### src/rtl/issue_ctrl_if.sv
`default_nettype none
// ============================================================================
// Module   : issue_ctrl_if
// Purpose  : Bundles the decode-pair, pipeline-control and issue-result
//            signals exchanged between the decode stage and issue_ctrl.
// Modports : master - decode/pipeline side (drives pair and control inputs,
//                     observes issue results)
//            slave  - issue_ctrl side
// Signals  : flush/excp_flush/ertn_flush  kill requests
//            ex_stall                     EX cannot accept this cycle
//            id0_* / id1_*                older / younger decode slot
//            mdu_done                     MDU result ready pulse
//            issue0/issue1/id_stall       issue decisions (combinational)
//            state_o                      0 RUN, 1 SPLIT, 2 MDU_WAIT
// Revision : 1.0 - initial release
// ============================================================================
interface issue_ctrl_if;
  logic        flush;
  logic        excp_flush;
  logic        ertn_flush;
  logic        ex_stall;
  logic        id0_valid;
  logic        id1_valid;
  logic [31:0] id0_pc;
  logic [31:0] id1_pc;
  logic [4:0]  id0_reg1_addr;
  logic [4:0]  id0_reg2_addr;
  logic [4:0]  id1_reg1_addr;
  logic [4:0]  id1_reg2_addr;
  logic [4:0]  id0_wd;
  logic [4:0]  id1_wd;
  logic        id0_wreg;
  logic        id1_wreg;
  logic        id0_is_load;
  logic        id1_is_load;
  logic        id0_is_mdu;
  logic        id1_is_mdu;
  logic        mdu_done;
  logic        issue0;
  logic        issue1;
  logic        id_stall;
  logic [1:0]  state_o;

  modport master (
    output flush, excp_flush, ertn_flush, ex_stall,
    output id0_valid, id1_valid, id0_pc, id1_pc,
    output id0_reg1_addr, id0_reg2_addr, id1_reg1_addr, id1_reg2_addr,
    output id0_wd, id1_wd, id0_wreg, id1_wreg,
    output id0_is_load, id1_is_load, id0_is_mdu, id1_is_mdu, mdu_done,
    input  issue0, issue1, id_stall, state_o
  );

  modport slave (
    input  flush, excp_flush, ertn_flush, ex_stall,
    input  id0_valid, id1_valid, id0_pc, id1_pc,
    input  id0_reg1_addr, id0_reg2_addr, id1_reg1_addr, id1_reg2_addr,
    input  id0_wd, id1_wd, id0_wreg, id1_wreg,
    input  id0_is_load, id1_is_load, id0_is_mdu, id1_is_mdu, mdu_done,
    output issue0, issue1, id_stall, state_o
  );
endinterface
`default_nettype wire

### src/rtl/issue_ctrl.sv
`default_nettype none
// ============================================================================
// Module   : issue_ctrl
// Purpose  : Dual-issue control for a two-slot decode stage. Decides each
//            cycle which of the older (slot 0) and younger (slot 1)
//            instructions enter ID/EX, splitting dependent pairs, inserting a
//            load-use bubble and parking the pipe while the MDU is busy.
// Ports    : clk  - clock, rising edge
//            rst  - synchronous active-high reset
//            bus  - issue_ctrl_if.slave (pair, kill/stall inputs, issue
//                   decisions and state_o)
// Revision : 1.0 - initial release
// ============================================================================
module issue_ctrl (
  input  wire         clk,
  input  wire         rst,
  issue_ctrl_if.slave bus
);

  typedef enum logic [1:0] {
    ST_RUN      = 2'd0,
    ST_SPLIT    = 2'd1,
    ST_MDU_WAIT = 2'd2,
    ST_ILLEGAL  = 2'd3
  } state_t;

  state_t     state_q, state_d;
  logic       pending_q, pending_d;   // slot 1 still owed after an MDU wait
  logic       lu_valid_q, lu_valid_d;
  logic [4:0] lu_wd_q, lu_wd_d;

  logic kill;
  logic blocked0, blocked1;
  logic pc_seq, raw_dep, pair_conflict;
  logic split_req, mdu_issue, ld0_track, ld1_track;
  logic issue0, issue1, id_stall;

  // Hazard terms. lu_wd is never 0 while lu_valid, but r0 sources are still
  // excluded explicitly so the rule does not depend on that invariant.
  always_comb begin
    kill     = bus.flush | bus.excp_flush | bus.ertn_flush;
    blocked0 = lu_valid_q &&
               ((bus.id0_reg1_addr != 5'd0 && bus.id0_reg1_addr == lu_wd_q) ||
                (bus.id0_reg2_addr != 5'd0 && bus.id0_reg2_addr == lu_wd_q));
    blocked1 = lu_valid_q &&
               ((bus.id1_reg1_addr != 5'd0 && bus.id1_reg1_addr == lu_wd_q) ||
                (bus.id1_reg2_addr != 5'd0 && bus.id1_reg2_addr == lu_wd_q));
    // Only a truly sequential pair is checked for intra-pair conflicts.
    pc_seq   = (bus.id1_pc == bus.id0_pc + 32'd4);
    raw_dep  = bus.id0_wreg && (bus.id0_wd != 5'd0) &&
               ((bus.id0_wd == bus.id1_reg1_addr) ||
                (bus.id0_wd == bus.id1_reg2_addr));
    pair_conflict = pc_seq && (raw_dep ||
                               (bus.id0_is_mdu && bus.id1_is_mdu) ||
                               (bus.id0_is_load && bus.id1_is_load));
  end

  always_comb begin
    issue0     = 1'b0;
    issue1     = 1'b0;
    id_stall   = 1'b0;
    split_req  = 1'b0;
    mdu_issue  = 1'b0;
    ld0_track  = 1'b0;
    ld1_track  = 1'b0;
    state_d    = state_q;
    pending_d  = pending_q;
    lu_valid_d = lu_valid_q;
    lu_wd_d    = lu_wd_q;

    if (rst || kill) begin
      // Reset and kill both abort whatever is in flight, including a
      // half-issued pair or an MDU wait.
      state_d    = ST_RUN;
      pending_d  = 1'b0;
      lu_valid_d = 1'b0;
      lu_wd_d    = 5'd0;
    end else if (state_q == ST_ILLEGAL) begin
      // Recover even when EX is stalled; nothing issues on the way back.
      id_stall   = bus.id0_valid | bus.id1_valid;
      state_d    = ST_RUN;
      pending_d  = 1'b0;
    end else if (bus.ex_stall) begin
      id_stall   = 1'b1;
    end else begin
      case (state_q)
        ST_RUN: begin
          issue0    = bus.id0_valid & ~blocked0;
          issue1    = issue0 & bus.id1_valid & ~blocked1 &
                      ~pair_conflict & ~bus.id0_is_mdu;
          split_req = issue0 & bus.id1_valid & ~issue1;
          id_stall  = (bus.id0_valid & ~issue0) | (bus.id1_valid & ~issue1);
          if (split_req) state_d = ST_SPLIT;
        end
        ST_SPLIT: begin
          issue1   = bus.id1_valid & ~blocked1;
          id_stall = bus.id1_valid & ~issue1;
          // If decode dropped slot 1 there is nothing left to finish.
          if (issue1 || !bus.id1_valid) state_d = ST_RUN;
        end
        ST_MDU_WAIT: begin
          id_stall = 1'b1;
          if (bus.mdu_done) begin
            state_d   = pending_q ? ST_SPLIT : ST_RUN;
            pending_d = 1'b0;
          end
        end
        default: state_d = ST_RUN;
      endcase

      // An issued MDU op parks the pipe; remember whether slot 1 is owed.
      mdu_issue = (issue0 & bus.id0_is_mdu) | (issue1 & bus.id1_is_mdu);
      if (mdu_issue) begin
        state_d   = ST_MDU_WAIT;
        pending_d = split_req;
      end

      // Scoreboard tracks only the load issued this edge; the younger slot
      // wins if both slots happen to issue loads.
      ld0_track  = issue0 & bus.id0_is_load & bus.id0_wreg & (bus.id0_wd != 5'd0);
      ld1_track  = issue1 & bus.id1_is_load & bus.id1_wreg & (bus.id1_wd != 5'd0);
      lu_valid_d = ld0_track | ld1_track;
      lu_wd_d    = ld1_track ? bus.id1_wd : (ld0_track ? bus.id0_wd : 5'd0);
    end
  end

  always_ff @(posedge clk) begin
    if (rst) begin
      state_q    <= ST_RUN;
      pending_q  <= 1'b0;
      lu_valid_q <= 1'b0;
      lu_wd_q    <= 5'd0;
    end else begin
      state_q    <= state_d;
      pending_q  <= pending_d;
      lu_valid_q <= lu_valid_d;
      lu_wd_q    <= lu_wd_d;
    end
  end

  assign bus.issue0   = issue0;
  assign bus.issue1   = issue1;
  assign bus.id_stall = id_stall;
  assign bus.state_o  = state_q;

endmodule
`default_nettype wire
### src/flat_wrapper.sv
// flat-port wrapper written by rule: the top's interface ports become plain ports
module issue_ctrl_flat 
  (clk, rst, bus_flush, bus_excp_flush, bus_ertn_flush, bus_ex_stall, bus_id0_valid, bus_id1_valid, bus_id0_pc, bus_id1_pc, bus_id0_reg1_addr, bus_id0_reg2_addr, bus_id1_reg1_addr, bus_id1_reg2_addr, bus_id0_wd, bus_id1_wd, bus_id0_wreg, bus_id1_wreg, bus_id0_is_load, bus_id1_is_load, bus_id0_is_mdu, bus_id1_is_mdu, bus_mdu_done, bus_issue0, bus_issue1, bus_id_stall, bus_state_o);
  issue_ctrl_if bus_i ();
  input  wire clk;
  input  wire rst;
  input wire logic [$bits(bus_i.flush)-1:0] bus_flush;
  input wire logic [$bits(bus_i.excp_flush)-1:0] bus_excp_flush;
  input wire logic [$bits(bus_i.ertn_flush)-1:0] bus_ertn_flush;
  input wire logic [$bits(bus_i.ex_stall)-1:0] bus_ex_stall;
  input wire logic [$bits(bus_i.id0_valid)-1:0] bus_id0_valid;
  input wire logic [$bits(bus_i.id1_valid)-1:0] bus_id1_valid;
  input wire logic [$bits(bus_i.id0_pc)-1:0] bus_id0_pc;
  input wire logic [$bits(bus_i.id1_pc)-1:0] bus_id1_pc;
  input wire logic [$bits(bus_i.id0_reg1_addr)-1:0] bus_id0_reg1_addr;
  input wire logic [$bits(bus_i.id0_reg2_addr)-1:0] bus_id0_reg2_addr;
  input wire logic [$bits(bus_i.id1_reg1_addr)-1:0] bus_id1_reg1_addr;
  input wire logic [$bits(bus_i.id1_reg2_addr)-1:0] bus_id1_reg2_addr;
  input wire logic [$bits(bus_i.id0_wd)-1:0] bus_id0_wd;
  input wire logic [$bits(bus_i.id1_wd)-1:0] bus_id1_wd;
  input wire logic [$bits(bus_i.id0_wreg)-1:0] bus_id0_wreg;
  input wire logic [$bits(bus_i.id1_wreg)-1:0] bus_id1_wreg;
  input wire logic [$bits(bus_i.id0_is_load)-1:0] bus_id0_is_load;
  input wire logic [$bits(bus_i.id1_is_load)-1:0] bus_id1_is_load;
  input wire logic [$bits(bus_i.id0_is_mdu)-1:0] bus_id0_is_mdu;
  input wire logic [$bits(bus_i.id1_is_mdu)-1:0] bus_id1_is_mdu;
  input wire logic [$bits(bus_i.mdu_done)-1:0] bus_mdu_done;
  output wire logic [$bits(bus_i.issue0)-1:0] bus_issue0;
  output wire logic [$bits(bus_i.issue1)-1:0] bus_issue1;
  output wire logic [$bits(bus_i.id_stall)-1:0] bus_id_stall;
  output wire logic [$bits(bus_i.state_o)-1:0] bus_state_o;
  assign bus_i.flush = bus_flush;
  assign bus_i.excp_flush = bus_excp_flush;
  assign bus_i.ertn_flush = bus_ertn_flush;
  assign bus_i.ex_stall = bus_ex_stall;
  assign bus_i.id0_valid = bus_id0_valid;
  assign bus_i.id1_valid = bus_id1_valid;
  assign bus_i.id0_pc = bus_id0_pc;
  assign bus_i.id1_pc = bus_id1_pc;
  assign bus_i.id0_reg1_addr = bus_id0_reg1_addr;
  assign bus_i.id0_reg2_addr = bus_id0_reg2_addr;
  assign bus_i.id1_reg1_addr = bus_id1_reg1_addr;
  assign bus_i.id1_reg2_addr = bus_id1_reg2_addr;
  assign bus_i.id0_wd = bus_id0_wd;
  assign bus_i.id1_wd = bus_id1_wd;
  assign bus_i.id0_wreg = bus_id0_wreg;
  assign bus_i.id1_wreg = bus_id1_wreg;
  assign bus_i.id0_is_load = bus_id0_is_load;
  assign bus_i.id1_is_load = bus_id1_is_load;
  assign bus_i.id0_is_mdu = bus_id0_is_mdu;
  assign bus_i.id1_is_mdu = bus_id1_is_mdu;
  assign bus_i.mdu_done = bus_mdu_done;
  assign bus_issue0 = bus_i.issue0;
  assign bus_issue1 = bus_i.issue1;
  assign bus_id_stall = bus_i.id_stall;
  assign bus_state_o = bus_i.state_o;
  issue_ctrl u_core (.clk(clk), .rst(rst), .bus(bus_i));
endmodule
### config.mk
export PLATFORM = sky130hd
export DESIGN_NAME = issue_ctrl_flat
export DESIGN_NICKNAME = d
export VERILOG_FILES = /design/src/rtl/issue_ctrl_if.sv /design/src/rtl/issue_ctrl.sv /design/src/flat_wrapper.sv
export SDC_FILE = /design/constraint.sdc
export NUM_CORES = 1
export LEC_CHECK = 0
export ABC_AREA = 1
export BUFFER_PORTS_ARGS = -buffer_cell sky130_fd_sc_hd__buf_2
export CORE_MARGIN = 1.5
export CORE_UTILIZATION = 44
export CTS_CLUSTER_DIAMETER = 80
export DETAILED_ROUTE_END_ITERATION = 8
export GPL_TIMING_DRIVEN = 1
export PLACE_DENSITY = 0.86
export SETUP_SLACK_MARGIN = 0.5
export SYNTH_ARGS = -nofsm -noshare
export SYNTH_HDL_FRONTEND = slang
export SYNTH_SLANG_ARGS = --single-unit
export TNS_END_PERCENT = 50
### constraint.sdc
create_clock -name clk -period 2.3 [get_ports clk]
set_clock_uncertainty 0.2 [all_clocks]
set_input_delay 0 -clock clk [delete_from_list [all_inputs] [get_ports clk]]
set_output_delay 0 -clock clk [all_outputs]
set_load 0.03 [all_outputs]
After elaboration in Yosys (flattened, before gate mapping)
Cells that the tools add are included.

Add/subtract/negate cells: 1. Equality and inequality tests: 13. Multiplexer cells: 30. Bitwise operators: 33. Reduce and logical (&&, ||, !) cells: 33.

Operators with widths (number): $add 32x3->32 const B (1); $eq 32x32->1 (1); $eq 5x5->1 (6); $reduce_bool 5->1 (6); $mux 1 (21); $and 1x1->1 (18); $logic_and 1x1->1 (11); $mux 5 (2); $not 1->1 (9); $mux 2 (4); $logic_or 1x1->1 (7); $ne 3x1->1 const B (2); $or 1x1->1 (6); $pmux 2 s3 (1); $eq 2x2->1 const B (2); $reduce_and 4->1 (1); $reduce_bool 2->1 (2); $ne 3x2->1 const B (1); $pmux 1 s3 (1); $reduce_and 3->1 (1); $reduce_or 3->1 (1); $eq 2x1->1 const B (1); $logic_not 2->1 (1); $pmux 1 s2 (1); 3 further kinds (3).

Flip-flop bits (word level): 9. Output and inout bits: 5.

Depth between registers and ports, before layout
Depth after elaboration: 18. Gate-level depth with buffers: 22. Depth with buffers taken out: 22.

Least setup slack after synthesis
Ideal clock, no wire load.

Path type: flip-flop to output port. Start: register u_core.lu_wd_q[1]. End: output port bus_issue1. Arrival: 2.088 ns. Required time: 2.100 ns. Slack: 0.012 ns. Cell stages (with the launch flop): 14. Path buffers: 1. Path through: dfxtp_1 -> clkbuf_1 -> inv_1 -> o22ai_1 -> nor3_1 -> nand3_1 -> nand2_1 -> nand2_1 -> nand2_1 -> nor2_1 -> nand3_1 -> nand2_2 -> inv_1 -> nor3_1.

Cells in the longest elaborated chain, start to end: 17. Elaborated cells on any way between the ends: 27.

Ends and longest elaborated chain: start: declaration (RTL line issue_ctrl.sv:30) `logic [4:0] lu_wd_q, lu_wd_d;`; start signal: assignment (RTL line issue_ctrl.sv:137) `lu_wd_q <= lu_wd_d;`; $eq 5x5->1, on equally long branches (RTL line issue_ctrl.sv:43, issue_ctrl.sv:44); $logic_and 1x1->1, on equally long branches (RTL line issue_ctrl.sv:43, issue_ctrl.sv:44); $logic_or 1x1->1 (RTL line issue_ctrl.sv:43) `((bus.id0_reg1_addr != 5'd0 && bus.id0_reg1_addr == lu_wd_q) ||`; $logic_and 1x1->1 (RTL line issue_ctrl.sv:42) `blocked0 = lu_valid_q &&`; $not 1->1 (RTL line issue_ctrl.sv:88) `issue0 = bus.id0_valid & ~blocked0;`; $and 1x1->1 (RTL line issue_ctrl.sv:88); $and 1x1->1 (3 in series) (RTL line issue_ctrl.sv:89) `issue1 = issue0 & bus.id1_valid & ~blocked1 &`; $and 1x1->1 (RTL line issue_ctrl.sv:90) `~pair_conflict & ~bus.id0_is_mdu;`; $pmux 1 s2 (*) (RTL line issue_ctrl.sv:86) `case (state_q)`; $mux 1 (*) (RTL line issue_ctrl.sv:83) `end else if (bus.ex_stall) begin`; $mux 1 (*) (RTL line issue_ctrl.sv:78) `end else if (state_q == ST_ILLEGAL) begin`; $mux 1 (*) (RTL line issue_ctrl.sv:71) `if (rst || kill) begin`; $mux 1 (*) (RTL line issue_ctrl.sv:83); $mux 1 (*) (RTL line issue_ctrl.sv:78); $mux 1 (*) (RTL line issue_ctrl.sv:71); end: declaration (RTL line flat_wrapper.sv:29) `output wire logic [$bits(bus_i.issue1)-1:0] bus_issue1;`.

Mark *: on every way between the ends. The rest lies on a longest branch, timed or not. The select of a mux whose other input is x is not followed.

Worst setup path after layout
Start: register u_core.lu_wd_q[0]. End: register u_core.state_q[0] (netlist: u_core.bus.state_o[0]).

Cells in the longest elaborated chain, start to end: 18. Elaborated cells on any way between the ends: 39.

Ends and longest elaborated chain: $eq 5x5->1, on equally long branches (RTL line issue_ctrl.sv:43, issue_ctrl.sv:44); $logic_and 1x1->1, on equally long branches (RTL line issue_ctrl.sv:43, issue_ctrl.sv:44); $logic_or 1x1->1 (RTL line issue_ctrl.sv:43); $logic_and 1x1->1 (RTL line issue_ctrl.sv:42); $not 1->1 (RTL line issue_ctrl.sv:88); $and 1x1->1 (RTL line issue_ctrl.sv:88); $and 1x1->1 (RTL line issue_ctrl.sv:89, issue_ctrl.sv:91); $and 1x1->1 (2 in series) (RTL line issue_ctrl.sv:89); $and 1x1->1 (RTL line issue_ctrl.sv:90); $pmux 1 s2 (RTL line issue_ctrl.sv:86); $mux 1 (RTL line issue_ctrl.sv:83); $mux 1 (RTL line issue_ctrl.sv:78); $mux 1 (RTL line issue_ctrl.sv:71); $and 1x1->1 (RTL line issue_ctrl.sv:112) `mdu_issue = (issue0 & bus.id0_is_mdu) | (issue1 & bus.id1_is_mdu);`; $or 1x1->1 (RTL line issue_ctrl.sv:112); $ne 3x1->1 (no source line) or $ne 3x2->1 (tied branches); $reduce_and 4->1 (no source line); end signal: assignment (RTL line issue_ctrl.sv:134) `state_q <= state_d;`; end: declaration (RTL line issue_ctrl.sv:27) `state_t state_q, state_d;`.

Several ways; a longest one is shown, not always the timed one. The select of a mux whose other input is x is not followed. A chain may end at the register's enable or synchronous reset.

==> summary.txt <==
Status
  – Status: finished with violations
  – Failing checks: negative setup slack

Power and ir drop
  – Leakage power: 2.01 nW
  – Max IR drop VDD: just over 0.0003 V
  – Cell Pwr Density: 217 mW/mm^2

Placement
  – Port bufs: approximately 110
  – Post-DP HPWL: 6980 um
  – Routability Congestion: 0.963
  – DP Area: 0.00331 sq mm
  – Placed Instances: between 700 and 800

Die
  – Effective utilization at floorplan: between 40% and 50%
  – Die Wd: between 70 and 80 um
  – Die area: about 0.0063 sq mm
  – I/O pins: between 100 and 150
  – Row count: 27
  – Core ar.: about 0.0055 sq mm
  – Die Span Y: slightly below 80 um

Worst setup path
  – Crit path required time: 2270 ps
  – Crit-path leading delay family: simple AND/OR/NAND/NOR gates
  – R2R depth: 15
  – Setup crit start kind: register
  – Worst reg-to-reg setup slack: -200 ps
  – CP Max Fanout: 4
  – Crit path largest cell delay: 360 ps
  – CP arrival: 2470 ps
  – CP max-delay cell: dfxtp_4
  – Worst setup path start: u_core.lu_wd_q[0]
  – Crit path buf inv count: 4
  – Critical Path Stages: 15
  – Critical path endpoint: u_core.bus.state_o[0]
  – Crit Path Category: reg -> reg
  – Worst R2R Start: u_core.lu_wd_q[0]
  – Capturing point of the worst reg2reg path: u_core.bus.state_o[0]
  – CP Capture Type: register
  – Crit path cell chain: buf_4, xor2_1, nor4_1, nand2_1, nand2_2, nand2_2, buf_4, nand3_1, buf_4, nor2_1, inv_1, nand2_1, nand2_2, nand3_1, a21oi_1

Yosys
  – Yosys reg bits: 9
  – Syn nets: between 600 and 700
  – Async S/R FF share, synth: 0%
  – Mapped Area: between 0.002 and 0.003 sq mm
  – Seq/Total Area, Yosys: under 10%
  – Synth warnings: 0
  – Number of synthesized flops with an enable pin: 0
  – Mean Syn Cell Area: approximately 5 sq um
  – Netlist cell types: 30
  – Synth Flop Type: dfxtp_1
  – Post-synthesis cell count: 511

Global route
  – Pin count of the biggest net entering global routing: 10
  – First-pass GRT wire length: 14700 um
  – Total track usage: 28.2%
  – Gr ovfl total: 0
  – Initial antenna violation count: 0
  – Number of global-route vias before repair: around 3700

Drt
  – Vias: ~3900
  – Drt via density: between 5 and 6
  – Routed Antenna Nets: 0
  – Drt first pass iters: 5
  – Drt drc: 0
  – Final WL: roughly 9500 um
  – DR iter-0 viols: just under 200
  – Drt wl/cell: 13.0 um

Flow run
  – Max Cap Violations: 0

Clock network
  – Worst-path clk slew: ~50 ps
  – CTS tree: built
  – Number of buffers created by CTS: 3
  – CTS H-tree lvls: 1
  – CTS Buffer Depth: 2
  – Clock Sinks: 9
  – Worst-Skew Late Latency: 240 ps
  – Clock root buffer: clkbuf_8

Timing
  – Worst slew pin tran: 443 ps
  – Final Max Slew Viols: 0
  – Final Critical Period: 2500 ps
  – Fmax: 0.399 GHz
  – RSZ-0062 raised after global routing: yes
  – Relative slew margins: 70.4%
  – Count of final hold-check violations: 0
  – PnR worst setup slack: -204 ps
  – Period utilization: 109%
  – Final setup viols: 11
  – Setup TNS: -1040 ps

Cells and area
  – Most frequent cells in the layout: nand2_1, buf_2, inv_1
  – Leading cell type in the layout, fill and taps excluded: nand2_1
  – Final cell count without fillers: between 700 and 800
  – Nets: 767
  – Design Area, Final: approximately 0.0037 sq mm
  – P&R area growth vs syn: 46.0%
  – Antenna cells: 0
  – Layout cells sized above 1: a little under a third

Worst hold path
  – Hold Path Class: in -> reg
## state kept, by name, summed over array words and instances, names as in the netlist
register	cells
u_core.bus.state_o	2
u_core.lu_valid_q	1
u_core.lu_wd_q	5
u_core.pending_q	1
## timing repair
item                                    CTS  global route
endpoints found under the hold margin     7             0
buffers inserted                         10             3
gates resized for setup                  19            39
endpoints found under the setup margin   12            12
hold buffers                              8             0
pin swaps                                13            22
cloned                                    1             0
## layout make-up
cell class,count,area (sq um)
flip-flops and latches,9,199
fillers,508,1820
clock buffers,4,45.0
well taps,72,90.1
inverters,79,297
multi-input cells,419,2240
repair buffers,145,846
## how the worst min path moves through the flow
stage                       start               endpoint  slack [ps]  cells past startpoint
detailed placement            rst      u_core.lu_valid_q         110                      4
CTS                 bus_id1_valid       u_core.pending_q           2                      5
global placement              rst      u_core.lu_valid_q          90                      4
finish               bus_mdu_done  u_core.bus.state_o[1]          20                      6
floorplan            bus_ex_stall             bus_issue1        -130                      1
global route         bus_mdu_done  u_core.bus.state_o[1]          40                      6
## where the power goes
group | internal (mW) | leakage [nW] | switching, mW
Sequential | 0.152 | 0.0766 | 0.00165
Clock | 0.121 | 0.0228 | 0.0667
Combinational | 0.205 | 1.91 | 0.260
Total | 0.478 | 2.01 | 0.328
## per-layer routing
metal / global-route usage [%] / part of all wire (%)
met1: 32.3 / 39
met2: 54.6 / 50
met3: 1.61 / 7.8
met4: 9.82 / 3.0
met5: 0 / 0
## worst reg2reg max path: cells and delay by family, from the launching register on
kind	cells	cell delay (ps)
buffers and inverters	4	530
AOI/OAI and AO/OA	1	150
and+or+nand+nor	9	1050
DFF	1	360
xor gates and xnor gates	1	160
## kinds of logic after synthesis
group                      after synthesis  synth area share [%]
AOI/OAI and AO/OA                       41                  9.14
xor gates and xnor gates                33                  11.9
adders and majority gates                1                 0.491
buffers and inverters                   84                  12.7
DFF                                      9                  7.07
and+or+nand+nor                        343                  58.7
## stage by stage
step | hold WS, ps | power, mW | setup WS, ps | utilization [%]
after floorplan | -132 | 0.392 | 199 | -
after global placement | 91.4 | 0.567 | -2.16 | 59.7
after detailed placement | 111 | 0.577 | -155 | 59.7
after CTS | 1.97 | 0.784 | 19.7 | 64.2
after global routing | 41.6 | 0.865 | -215 | 67.1
final | 16.9 | 0.807 | -204 | 67.1
## cell usage after synthesis, types with 4 or more instances
library cell / n / area, sq um
clkbuf_1: 4 / 15.0
nand2_2: 6 / 37.5
o21ai_0: 14 / 70.1
xor2_1: 21 / 184
nor4_1: 6 / 37.5
nor2_1: 68 / 255
nor2_4: 5 / 56.3
xnor2_1: 11 / 96.3
inv_1: 79 / 297
nand4_1: 7 / 43.8
nor2_2: 6 / 37.5
nor3_1: 8 / 40.0
o22ai_1: 7 / 43.8
nand3b_1: 5 / 37.5
a21oi_1: 13 / 65.1
nand3_1: 47 / 235
dfxtp_1: 9 / 180
nand2_1: 178 / 668
Note: power is estimated with default switching activity, not from simulation.
